`src/rtl/serial_param_rx.sv`:
```
// 8N1 UART receiver feeding a 7-byte parameter-packet parser (A5, ADDR, D3..D0, CHK).
// Accepted packets produce a one-cycle register-write strobe; rejects raise sticky error flags.
module serial_param_rx #(
  parameter int CLKS_PER_BIT = 50,
  parameter int TIMEOUT_BITS = 256
) (
  input  logic        clk,
  input  logic        resetn,
  input  logic        RS232_Rx,
  input  logic        err_clr,
  output logic [3:0]  param_addr,
  output logic [31:0] param_data,
  output logic        param_we,
  output logic        frame_err,
  output logic        cmd_err,
  output logic [3:0]  dbg_state_o
);

  localparam int CNT_W     = $clog2(CLKS_PER_BIT);
  localparam int TMO_LIMIT = TIMEOUT_BITS * CLKS_PER_BIT;
  localparam int TMO_W     = $clog2(TMO_LIMIT + 1);
  localparam logic [CNT_W-1:0] HALF_M1 = CNT_W'(CLKS_PER_BIT / 2 - 1);
  localparam logic [CNT_W-1:0] FULL_M1 = CNT_W'(CLKS_PER_BIT - 1);
  localparam logic [TMO_W-1:0] TMO_M1  = TMO_W'(TMO_LIMIT - 1);

  localparam logic [1:0] U_IDLE  = 2'd0;
  localparam logic [1:0] U_START = 2'd1;
  localparam logic [1:0] U_DATA  = 2'd2;
  localparam logic [1:0] U_STOP  = 2'd3;

  localparam logic [1:0] P_HDR  = 2'd0;
  localparam logic [1:0] P_ADDR = 2'd1;
  localparam logic [1:0] P_DATA = 2'd2;
  localparam logic [1:0] P_CHK  = 2'd3;

  logic             rx_meta_q, rx_sync_q, rx_prev_q;
  logic [1:0]       u_state_q, u_state_d;
  logic [CNT_W-1:0] clk_cnt_q, clk_cnt_d;
  logic [2:0]       bit_cnt_q, bit_cnt_d;
  logic [7:0]       shift_q, shift_d;
  logic             byte_valid_q, byte_valid_d;
  logic [7:0]       byte_q, byte_d;
  logic [1:0]       p_state_q, p_state_d;
  logic [1:0]       dcnt_q, dcnt_d;
  logic [3:0]       addr_q, addr_d;
  logic [31:0]      data_q, data_d;
  logic [7:0]       chk_q, chk_d;
  logic [TMO_W-1:0] tmo_q, tmo_d;
  logic [3:0]       param_addr_q, param_addr_d;
  logic [31:0]      param_data_q, param_data_d;
  logic             param_we_q, param_we_d;
  logic             frame_err_q, frame_err_d;
  logic             cmd_err_q, cmd_err_d;

  logic start_edge, frame_set, stop_bad, cmd_set, tmo_run;

  assign start_edge = rx_prev_q & ~rx_sync_q & (u_state_q == U_IDLE);
  assign tmo_run    = (p_state_q != P_HDR) && (u_state_q == U_IDLE) && !start_edge;

  // UART bit-level FSM: mid-bit sampling referenced to the detected start edge.
  always_comb begin
    u_state_d    = u_state_q;
    clk_cnt_d    = clk_cnt_q;
    bit_cnt_d    = bit_cnt_q;
    shift_d      = shift_q;
    byte_valid_d = 1'b0;
    byte_d       = byte_q;
    frame_set    = 1'b0;
    stop_bad     = 1'b0;
    case (u_state_q)
      U_IDLE: begin
        if (start_edge) begin
          u_state_d = U_START;
          clk_cnt_d = '0;
        end
      end
      U_START: begin
        if (clk_cnt_q == HALF_M1) begin
          clk_cnt_d = '0;
          bit_cnt_d = '0;
          if (rx_sync_q) begin
            frame_set = 1'b1;
            u_state_d = U_IDLE;
          end else begin
            u_state_d = U_DATA;
          end
        end else begin
          clk_cnt_d = clk_cnt_q + CNT_W'(1);
        end
      end
      U_DATA: begin
        if (clk_cnt_q == FULL_M1) begin
          clk_cnt_d = '0;
          shift_d   = {rx_sync_q, shift_q[7:1]};
          bit_cnt_d = bit_cnt_q + 3'd1;
          if (bit_cnt_q == 3'd7) u_state_d = U_STOP;
        end else begin
          clk_cnt_d = clk_cnt_q + CNT_W'(1);
        end
      end
      default: begin
        if (clk_cnt_q == FULL_M1) begin
          clk_cnt_d = '0;
          u_state_d = U_IDLE;
          if (rx_sync_q) begin
            byte_valid_d = 1'b1;
            byte_d       = shift_q;
          end else begin
            frame_set = 1'b1;
            stop_bad  = 1'b1;
          end
        end else begin
          clk_cnt_d = clk_cnt_q + CNT_W'(1);
        end
      end
    endcase
  end

  // Packet parser; a bad stop bit outranks everything and forces resync on the header.
  always_comb begin
    p_state_d    = p_state_q;
    dcnt_d       = dcnt_q;
    addr_d       = addr_q;
    data_d       = data_q;
    chk_d        = chk_q;
    param_addr_d = param_addr_q;
    param_data_d = param_data_q;
    param_we_d   = 1'b0;
    cmd_set      = 1'b0;
    tmo_d        = tmo_run ? tmo_q + TMO_W'(1) : '0;
    if (stop_bad) begin
      p_state_d = P_HDR;
    end else if (byte_valid_q) begin
      case (p_state_q)
        P_HDR: begin
          if (byte_q == 8'hA5) p_state_d = P_ADDR;
        end
        P_ADDR: begin
          if (byte_q[7:4] != 4'd0) begin
            cmd_set   = 1'b1;
            p_state_d = P_HDR;
          end else begin
            addr_d    = byte_q[3:0];
            chk_d     = byte_q;
            dcnt_d    = 2'd0;
            p_state_d = P_DATA;
          end
        end
        P_DATA: begin
          data_d = {data_q[23:0], byte_q};
          chk_d  = chk_q ^ byte_q;
          dcnt_d = dcnt_q + 2'd1;
          if (dcnt_q == 2'd3) p_state_d = P_CHK;
        end
        default: begin
          p_state_d = P_HDR;
          if (byte_q == chk_q) begin
            param_we_d   = 1'b1;
            param_addr_d = addr_q;
            param_data_d = data_q;
          end else begin
            cmd_set = 1'b1;
          end
        end
      endcase
    end else if (tmo_run && tmo_q == TMO_M1) begin
      cmd_set   = 1'b1;
      p_state_d = P_HDR;
    end
    frame_err_d = err_clr ? 1'b0 : (frame_err_q | frame_set);
    cmd_err_d   = err_clr ? 1'b0 : (cmd_err_q | cmd_set);
  end

  always_ff @(posedge clk or negedge resetn) begin
    if (!resetn) begin
      rx_meta_q    <= 1'b1;
      rx_sync_q    <= 1'b1;
      rx_prev_q    <= 1'b1;
      u_state_q    <= U_IDLE;
      clk_cnt_q    <= '0;
      bit_cnt_q    <= '0;
      shift_q      <= '0;
      byte_valid_q <= 1'b0;
      byte_q       <= '0;
      p_state_q    <= P_HDR;
      dcnt_q       <= '0;
      addr_q       <= '0;
      data_q       <= '0;
      chk_q        <= '0;
      tmo_q        <= '0;
      param_addr_q <= '0;
      param_data_q <= '0;
      param_we_q   <= 1'b0;
      frame_err_q  <= 1'b0;
      cmd_err_q    <= 1'b0;
    end else begin
      rx_meta_q    <= RS232_Rx;
      rx_sync_q    <= rx_meta_q;
      rx_prev_q    <= rx_sync_q;
      u_state_q    <= u_state_d;
      clk_cnt_q    <= clk_cnt_d;
      bit_cnt_q    <= bit_cnt_d;
      shift_q      <= shift_d;
      byte_valid_q <= byte_valid_d;
      byte_q       <= byte_d;
      p_state_q    <= p_state_d;
      dcnt_q       <= dcnt_d;
      addr_q       <= addr_d;
      data_q       <= data_d;
      chk_q        <= chk_d;
      tmo_q        <= tmo_d;
      param_addr_q <= param_addr_d;
      param_data_q <= param_data_d;
      param_we_q   <= param_we_d;
      frame_err_q  <= frame_err_d;
      cmd_err_q    <= cmd_err_d;
    end
  end

  assign param_addr  = param_addr_q;
  assign param_data  = param_data_q;
  assign param_we    = param_we_q;
  assign frame_err   = frame_err_q;
  assign cmd_err     = cmd_err_q;
  assign dbg_state_o = {u_state_q, p_state_q};

endmodule

```
`config.mk`:
```
export PLATFORM = sky130hd
export DESIGN_NAME = serial_param_rx
export DESIGN_NICKNAME = d
export VERILOG_FILES = /design/src/rtl/serial_param_rx.sv
export SDC_FILE = /design/constraint.sdc
export NUM_CORES = 1
export LEC_CHECK = 0
export ABC_CLOCK_PERIOD_IN_PS = 2300
export BUFFER_PORTS_ARGS = -buffer_cell sky130_fd_sc_hd__clkbuf_2
export CORE_UTILIZATION = 25
export CTS_CLUSTER_DIAMETER = 100
export DETAILED_ROUTE_END_ITERATION = 16
export PLACE_DENSITY = 0.39
export SYNTH_ARGS = -nofsm -noshare
export SYNTH_HDL_FRONTEND = slang
export SYNTH_SLANG_ARGS = --single-unit
```
`constraint.sdc`:
```
create_clock -name clk -period 2.3 [get_ports clk]
set_clock_uncertainty 0.2 [all_clocks]
set_input_delay 0 -clock clk [delete_from_list [all_inputs] [get_ports clk]]
set_output_delay 0 -clock clk [all_outputs]
set_load 0.005 [all_outputs]
```
# Word level (Yosys, flattened, before mapping)
# Cells that the tools add are included.
# word_totals
regBits	132
in_bits	4
output_inout_bits	43
# classes
add_sub_neg	4
n_eq_ne	18
muxes	46
bitwise_logic	10
n_reduce_logical	25
# ops
op	count
two-way mux 2 bit	13
two-way mux 1 bit	18
two-way mux 6 bit	3
one-hot mux 8 bit (2 select lines)	1
adder 14 x 1 -> 14 bit (second input constant)	1
equality test 14 bit (second input constant)	1
two-way mux 14 bit	1
one-hot mux 2 bit (3 select lines)	2
one-hot mux 6 bit (2 select lines)	1
AND reduction 3 bit	4
AND reduction 4 bit	3
inequality test 2 bit (second input constant)	5
equality test 8 bit	1
equality test 8 bit (second input constant)	1
two-way mux 8 bit	1
inequality test 4 bit (second input constant)	2
bitwise XOR 8 bit	1
adder 6 x 1 -> 6 bit (second input constant)	1
equality test 2 bit (second input constant)	3
equality test 6 x 5 -> 1 bit (second input constant)	1
equality test 6 bit (second input constant)	1
two-way mux 3 bit	2
one-hot mux 3 bit (2 select lines)	1
nonzero test 2 bit	3
other kinds (18)	32

# Longest topological paths before layout
# Gate-level depths: netlist of the first run.
# logic_depth
ltp_word	11
depth_mapped	9

# Worst setup path before layout of the first run
# OpenSTA, ideal clock, no wires.
# synth_timing
path_kind	reg-to-reg
from	register clk_cnt_q[1]
to	register clk_cnt_q[3]
setup_ns	0.124
arrival_ns	1.750
setup_slack_ns	0.226
stages_incl_launch_ff	8
path_buffers	0
synth_period_minus_slack_ns	2.074
path_cell_list	dfrtp_1 -> inv_1 -> ha_1 -> nand2b_1 -> or3_4 -> a22oi_2 -> nor3_1 -> a211o_1
# synth_via
elab_chain_len	3
# synth_lines
element	line	text
start, declared	38	logic [CNT_W-1:0] clk_cnt_q, clk_cnt_d;
start signal, assigned	201	clk_cnt_q <= clk_cnt_d;
adder 6 x 1 -> 6 bit (tied with other cells)	88, 98, 113	
two-way mux 6 bit, on equally long branches	92, 102, 78	
one-hot mux 6 bit (2 select lines) (*)	70	case (u_state_q)
# Mark *: on every way between the ends. The rest lies on a longest branch, timed or not.
# A chain may end at the register's enable or synchronous reset.

# Final worst setup path of the first run
# layout_timing
from	register clk_cnt_q[1]
to	register param_data_q[5], in the netlist param_data[5]
# layout_via
elab_chain_len	5
# layout_lines
element	line	text
equality test 6 bit	102	if (clk_cnt_q == FULL_M1) begin
two-way mux 1 bit	102	
two-way mux 1 bit	70	
NOT 1 bit (no source line)	--	
AND reduction 4 bit (no source line)	--	
end signal, assigned	213	param_data_q <= param_data_d;
end, declared	50	logic [31:0] param_data_q, param_data_d;
# No other way between the ends.

==> impl_metrics.yaml, run 1 <==
sta:
  final.setup.tns_ps: 0
  worstMarginPinSlew_ps: 561.5
  setup_violations: 0
  fin_ws_ps: 125.8
  period_needed_ps: 2174
  slew-limit-headroom_pct: 62.57
  hold_violations: 0
  fin_crit_sh_pct: 94.53
  clock.fmax_ghz: 0.4599
  rsz0062_at_grt: "false"
  report.final.slew_viol_count: 0
detailed_routing:
  vias: 3624
  viasPerCell: 4.314
  wl_um: 11870
  drt_iter0_drc: 175
  ant_nets: 0
  drc_errors: 0
  routedWlPerCell_um: 14.13
  drtPass1Iterations: 4
final_layout:
  mostFrequentLayoutCell: "dfrtp_1"
  final_cell_mix: "dfrtp_1, mux2_2, clkbuf_2"
  num_antenna_cells: 0
  n_fill_cell: 2257
  drive_above_1_share_pct: 40.23
  syn_to_final_growth_pct: 23.02
  multi_input_area_mm2: 0.002422
  fin_nets: 530
  regArea_mm2: 0.003307
global_route:
  antenna_found_initial: 0
  grt_max_degree: 58
  groute.usage.overall_pct: 10.71
  grt_pass1_vias: 3705
  grt-ovfl-total: 0
  grt_pass1_wl_um: 20090
die:
  rows: 55
  die_width_um: 155.8
  core_area_mm2: 0.02292
  die_height_um: 155.8
  die_area_mm2: 0.02427
  initial_core_util_pct: 25.80
  io_pins: 47
synthesis:
  syn-instance-count: 442
  syn-cell-area_mm2: 0.005913
  synth_area_per_cell_um2: 13.38
  ys_warn_count: 0
  yosysUniqueCellTypes: 55
  synth_ff_type: "dfrtp_1"
  synth_seq_cells: 132
  synth-async-reset-ratio_pct: 100.0
  ys_seq_area_share_pct: 55.92
  synth_edf_count: 0
  syn-num-nets: 458
placed_design:
  hpwl_um: 8178
  dp_slack_ps: 28.55
  io_buffers: 46
  gp_congestion: 0.7489
clock_network:
  insertion_delay_ps: 420
  cts_tree: "yes"
  cts_root_buf: "clkbuf_16"
  cts.path.max_buffers: 2
  cts_max_level: 4
  cts.sinks: 132
  postCtsSetupBuffers: 0
  clkSlewWorstSetupHoldPaths_ps: 60
  numCtsBuffers: 17
power_and_ir_drop:
  power_density_mw_per_mm2: 755.0
  p_leak_nw: 3.613
  peakVddDrop_v: 0.0004903
critical_path:
  crit_path_start_kind: "flip-flop"
  crit_path_end_kind: "flip-flop"
  cp_slowest_cell: "dfrtp_1"
  worst_r2r_path_depth: 7
  arrival_ps: 2280
  slowest_delay_ps: 410
  crit_fanout: 23
  cp.required_ps: 2410
  path_cells: "inv_2 -> ha_2 -> and4b_4 -> a41oi_4 -> nand3_4 -> buf_12 -> mux2_2"
  path_class: "flip-flop to flip-flop"
job:
  max-cap-violations: 0
hold_path:
  whs_path_depth: 2
  hold_class: "primary input to flip-flop"
outcome:
  status: "finished, final reports clean"
per-layer routing:
metal / GRT usage, % / routed length (um) / vias to the layer above
li1: - / - / 1727
met1: 14.08 / 5884 / 1834
met2: 16.48 / 5443 / 49
met3: 3.222 / 371 / 14
met4: 4.062 / 167 / 0
met5: 0 / 0 / -
synth_stat cells, drive strengths merged (8+ instances only):
library cell	count	area share (%)
nor2	25	1.6
xnor2	13	1.9
ha	12	2.5
nand3	18	1.8
nand2	18	1.2
dfrtp	129	55
inv	11	0.70
o21ai	13	1.1
mux2	90	19
clkbuf	9	0.59
xor2	8	1.2
a21oi	18	1.5
buf	14	2.1
final timing paths:
check,start,endpoint,slack (ps)
worst max-delay path,clk_cnt_q[1],param_data[5],130
worst min register to register,rx_meta_q,rx_sync_q,160
worst max register to register,clk_cnt_q[1],param_data[5],130
min in group asynchronous,resetn,param_data[28],460
worst min-delay path,RS232_Rx,rx_meta_q,30
max in group asynchronous,resetn,rx_meta_q,730
worst max-delay path: cells and delay by family, from the launching register on:
| family | cells | cell delay (ps) |
|---|---|---|
| fa+ha+maj | 1 | 190 |
| simple gates | 2 | 430 |
| buf+inv | 2 | 300 |
| compound gates | 1 | 170 |
| flops | 1 | 410 |
| mux | 1 | 350 |
cell families after synthesis:
kind of cell / count (synthesis) / share of synthesized area, %
XOR/XNOR: 21 / 3.111
adder cells (fa/ha/maj): 12 / 2.539
AND/OR/NAND/NOR: 94 / 8.930
multiplexers: 95 / 19.89
flip-flops: 132 / 55.92
AO/OA/AOI/OAI: 54 / 6.242
buffers and inverters: 34 / 3.364
flip-flops by register name (all words and copies together) (netlist names), 3 cells and up:
signal and flops:
addr_q 4, bit_cnt_q 3, byte_q 8, chk_q 8, clk_cnt_q 6, data_q 32, param_addr 4, param_data 32
shift_q 8, tmo_q 14
per-stage QoR:
stage	total power, mW	instance area [um2]	hold slack [ps]	instances	utilization, %
detailed placement	2.943	6654	-182.9	804	29.04
global route	5.747	7274	7.709	840	31.74
floorplan	2.753	5913	-495.6	442	-
finish	5.492	7274	26.10	840	31.74
CTS	5.588	7252	1.354	840	31.65
global placement	2.938	6654	-191.9	804	29.04
timing repair:
item,in CTS,in global routing
hold endpoints to repair,132,0
resized for setup,0,6
endpoints found under the setup margin,0,55
hold buffers,4,0
area by class of cell:
cell class	instances	area share [%]
Clock buffer	18	5.900
Tap cell	313	5.384
Inverter	11	0.5676
Sequential cell	132	45.46
Timing Repair Buffer	76	7.620
Multi-Input combinational cell	276	33.30
Clock inverter	14	1.772
where the power goes:
part	internal (mW)	switching [mW]	leakage, nW
clock	1.50	1.08	0.267
sequential	2.38	0.0617	1.82
combinational	0.189	0.282	1.52
(Power assumes the default switching activity.)
==> run 2, diff against run 1 <==
--- a/config.mk
+++ b/config.mk
@@ -7,10 +7,10 @@
 export LEC_CHECK = 0
 export ABC_CLOCK_PERIOD_IN_PS = 2300
 export BUFFER_PORTS_ARGS = -buffer_cell sky130_fd_sc_hd__clkbuf_2
-export CORE_UTILIZATION = 25
+export CORE_UTILIZATION = 45
 export CTS_CLUSTER_DIAMETER = 100
 export DETAILED_ROUTE_END_ITERATION = 16
-export PLACE_DENSITY = 0.39
+export PLACE_DENSITY = 0.62
 export SYNTH_ARGS = -nofsm -noshare
 export SYNTH_HDL_FRONTEND = slang
 export SYNTH_SLANG_ARGS = --single-unit
==> run 2 against run 1 <==
  * Clock power rose by 2%
  * Count of clock-buffer cells in the layout rose by 3
  * Die area fell by 44%
  * Sequential power barely moved
  * Worst setup slack got worse by 14 ps
  * Fmax fell by 0.65%
  * Design area fell by 2.4%
  * Critical path depth did not move
  * Wire length fell by 11%
  * Power rose by 0.45%
  * Register-to-register slack barely moved
  * Largest power group unchanged
  * Highest routed layer unchanged
==> impl_metrics.yaml, run 2 (same netlist as run 1, synthesis figures left out) <==
sta:
  rsz0062_at_grt: "false"
  setup_violations: 0
  period_needed_ps: 2188
  fin_crit_sh_pct: 95.15
  clock.fmax_ghz: 0.4569
  slew-limit-headroom_pct: 69.62
  worstMarginPinSlew_ps: 454.7
  report.final.slew_viol_count: 0
  hold_violations: 0
  final.setup.tns_ps: 0
clock_network:
  cts.path.max_buffers: 2
  numCtsBuffers: 17
  cts_tree: "yes"
  cts_max_level: 4
  cts.sinks: 132
  clkSlewWorstSetupHoldPaths_ps: 60
  insertion_delay_ps: 420
  cts_root_buf: "clkbuf_16"
critical_path:
  crit_path_start_kind: "flip-flop"
  cp_slowest_cell: "dfrtp_1"
  path_class: "flip-flop to flip-flop"
  path_cells: "inv_1 -> ha_1 -> and4b_4 -> a41oi_4 -> nand2_2 -> buf_12 -> mux2_2"
  worst_r2r_path_depth: 7
  regToRegSetupSlack_ps: 110
  crit_fanout: 33
  cp.required_ps: 2400
  r2r-end: "data_q[25]"
  crit_start: "clk_cnt_q[1]"
  r2r_start: "clk_cnt_q[1]"
  arrival_ps: 2290
  crit_path_end_kind: "flip-flop"
  slowest_delay_ps: 390
outcome:
  status: "finished, final reports clean"
placed_design:
  gp_congestion: 0.7788
  io_buffers: 46
  hpwl_um: 7225
global_route:
  groute.usage.overall_pct: 17.56
  grt_pass1_vias: 3601
  grt-ovfl-total: 0
  grt_pass1_wl_um: 18050
  antenna_found_initial: 0
  grt_max_degree: 48
die:
  rows: 41
  die_width_um: 116.6
  die_area_mm2: 0.01360
  core_area_mm2: 0.01272
  io_pins: 47
  initial_core_util_pct: 46.48
  die_height_um: 116.6
power_and_ir_drop:
  p_leak_nw: 3.598
  clkPwrFrac_pct: 47.5
  p_switching_mw: 1.328
  p_comb_share_pct: 8.1
  power.total_mw: 5.517
  power_frac_seq_pct: 44.4
  peakVddDrop_v: 0.0004353
  power_density_mw_per_mm2: 776.7
  p_int_mw: 4.189
  swShare_pct: 24.07
detailed_routing:
  viasPerCell: 5.209
  ant_nets: 0
  routedWlPerCell_um: 15.16
  drtPass1Iterations: 5
  wl_um: 10570
  drc_errors: 0
  drt_iter0_drc: 235
  vias: 3631
final_layout:
  num_antenna_cells: 0
  drive_above_1_share_pct: 39.43
  final_cell_mix: "dfrtp_1, mux2_2, clkbuf_2"
  syn_to_final_growth_pct: 20.12
  fin_nets: 528
  mostFrequentLayoutCell: "dfrtp_1"
hold_path:
  hold_end: "rx_meta_q"
  hp-start: "RS232_Rx"
  whs_path_depth: 2
  hold_class: "primary input to flip-flop"
job:
  max-cap-violations: 0
run 2: layout make-up:
type / instances / area (um2)
clock buffer: 21 / 450.4
multi-input combinational: 276 / 2420
inverter: 11 / 41.29
timing repair buffer: 74 / 540.5
sequential: 132 / 3307
fill: 1076 / 5619
tap: 172 / 215.2
clock inverter: 11 / 128.9
run 2: worst max path at each step:
stage	cells after the start	slack, ps	endpoint
5_1_grt	8	10	clk_cnt_q[3]
2_1_floorplan	7	230	clk_cnt_q[3]
3_5_place_dp	7	30	clk_cnt_q[4]
6_report	7	110	data_q[25]
4_1_cts	7	20	clk_cnt_q[4]
3_3_place_gp	7	120	clk_cnt_q[3]
run 2: stage by stage:
stage | util [%] | cell area [um2] | instances | hold slack, ps | setup slack (ps)
4_1_cts | 55.67 | 7083 | 696 | 8.954 | 22.82
3_3_place_gp | 50.65 | 6444 | 659 | -169.0 | 119.7
2_1_floorplan | - | 5913 | 442 | -495.6 | 226.0
5_1_grt | 55.83 | 7103 | 697 | 10.60 | 12.77
6_report | 55.83 | 7103 | 697 | 19.86 | 111.6
3_5_place_dp | 50.65 | 6444 | 659 | -165.1 | 34.25
run 2: power by group through the flow:
stage | registers, mW | logic [mW] | clock network (mW)
finish | 2.45 | 0.448 | 2.62
global route | 2.46 | 0.503 | 2.79
CTS | 2.45 | 0.443 | 2.68
detailed placement | 2.49 | 0.428 | 0
global placement | 2.49 | 0.413 | 0
floorplan | 2.46 | 0.292 | 0
run 2: repair_timing:
action | in CTS | in global routing
endpoints found under the hold margin | 132 | 0
buffers inserted | 0 | 1
resized for setup | 0 | 2
setup endpoints to repair | 0 | 9
hold buffers | 5 | 0
run 2: worst max-delay path, delay by kind of cell, from the launching register on:
| kind | cells | cell delay (ps) |
|---|---|---|
| buf+inv | 2 | 320 |
| simple gates | 2 | 400 |
| flops | 1 | 390 |
| fa+ha+maj | 1 | 180 |
| compound gates | 1 | 190 |
| mux | 1 | 370 |
run 2: layer usage:
metal	share of wire, %	GRT usage (%)	wire length, um
met5	0	0	0
met4	1.9	8.017	203
met3	3.8	4.774	400
met2	48	27.89	5038
met1	47	22.46	4924
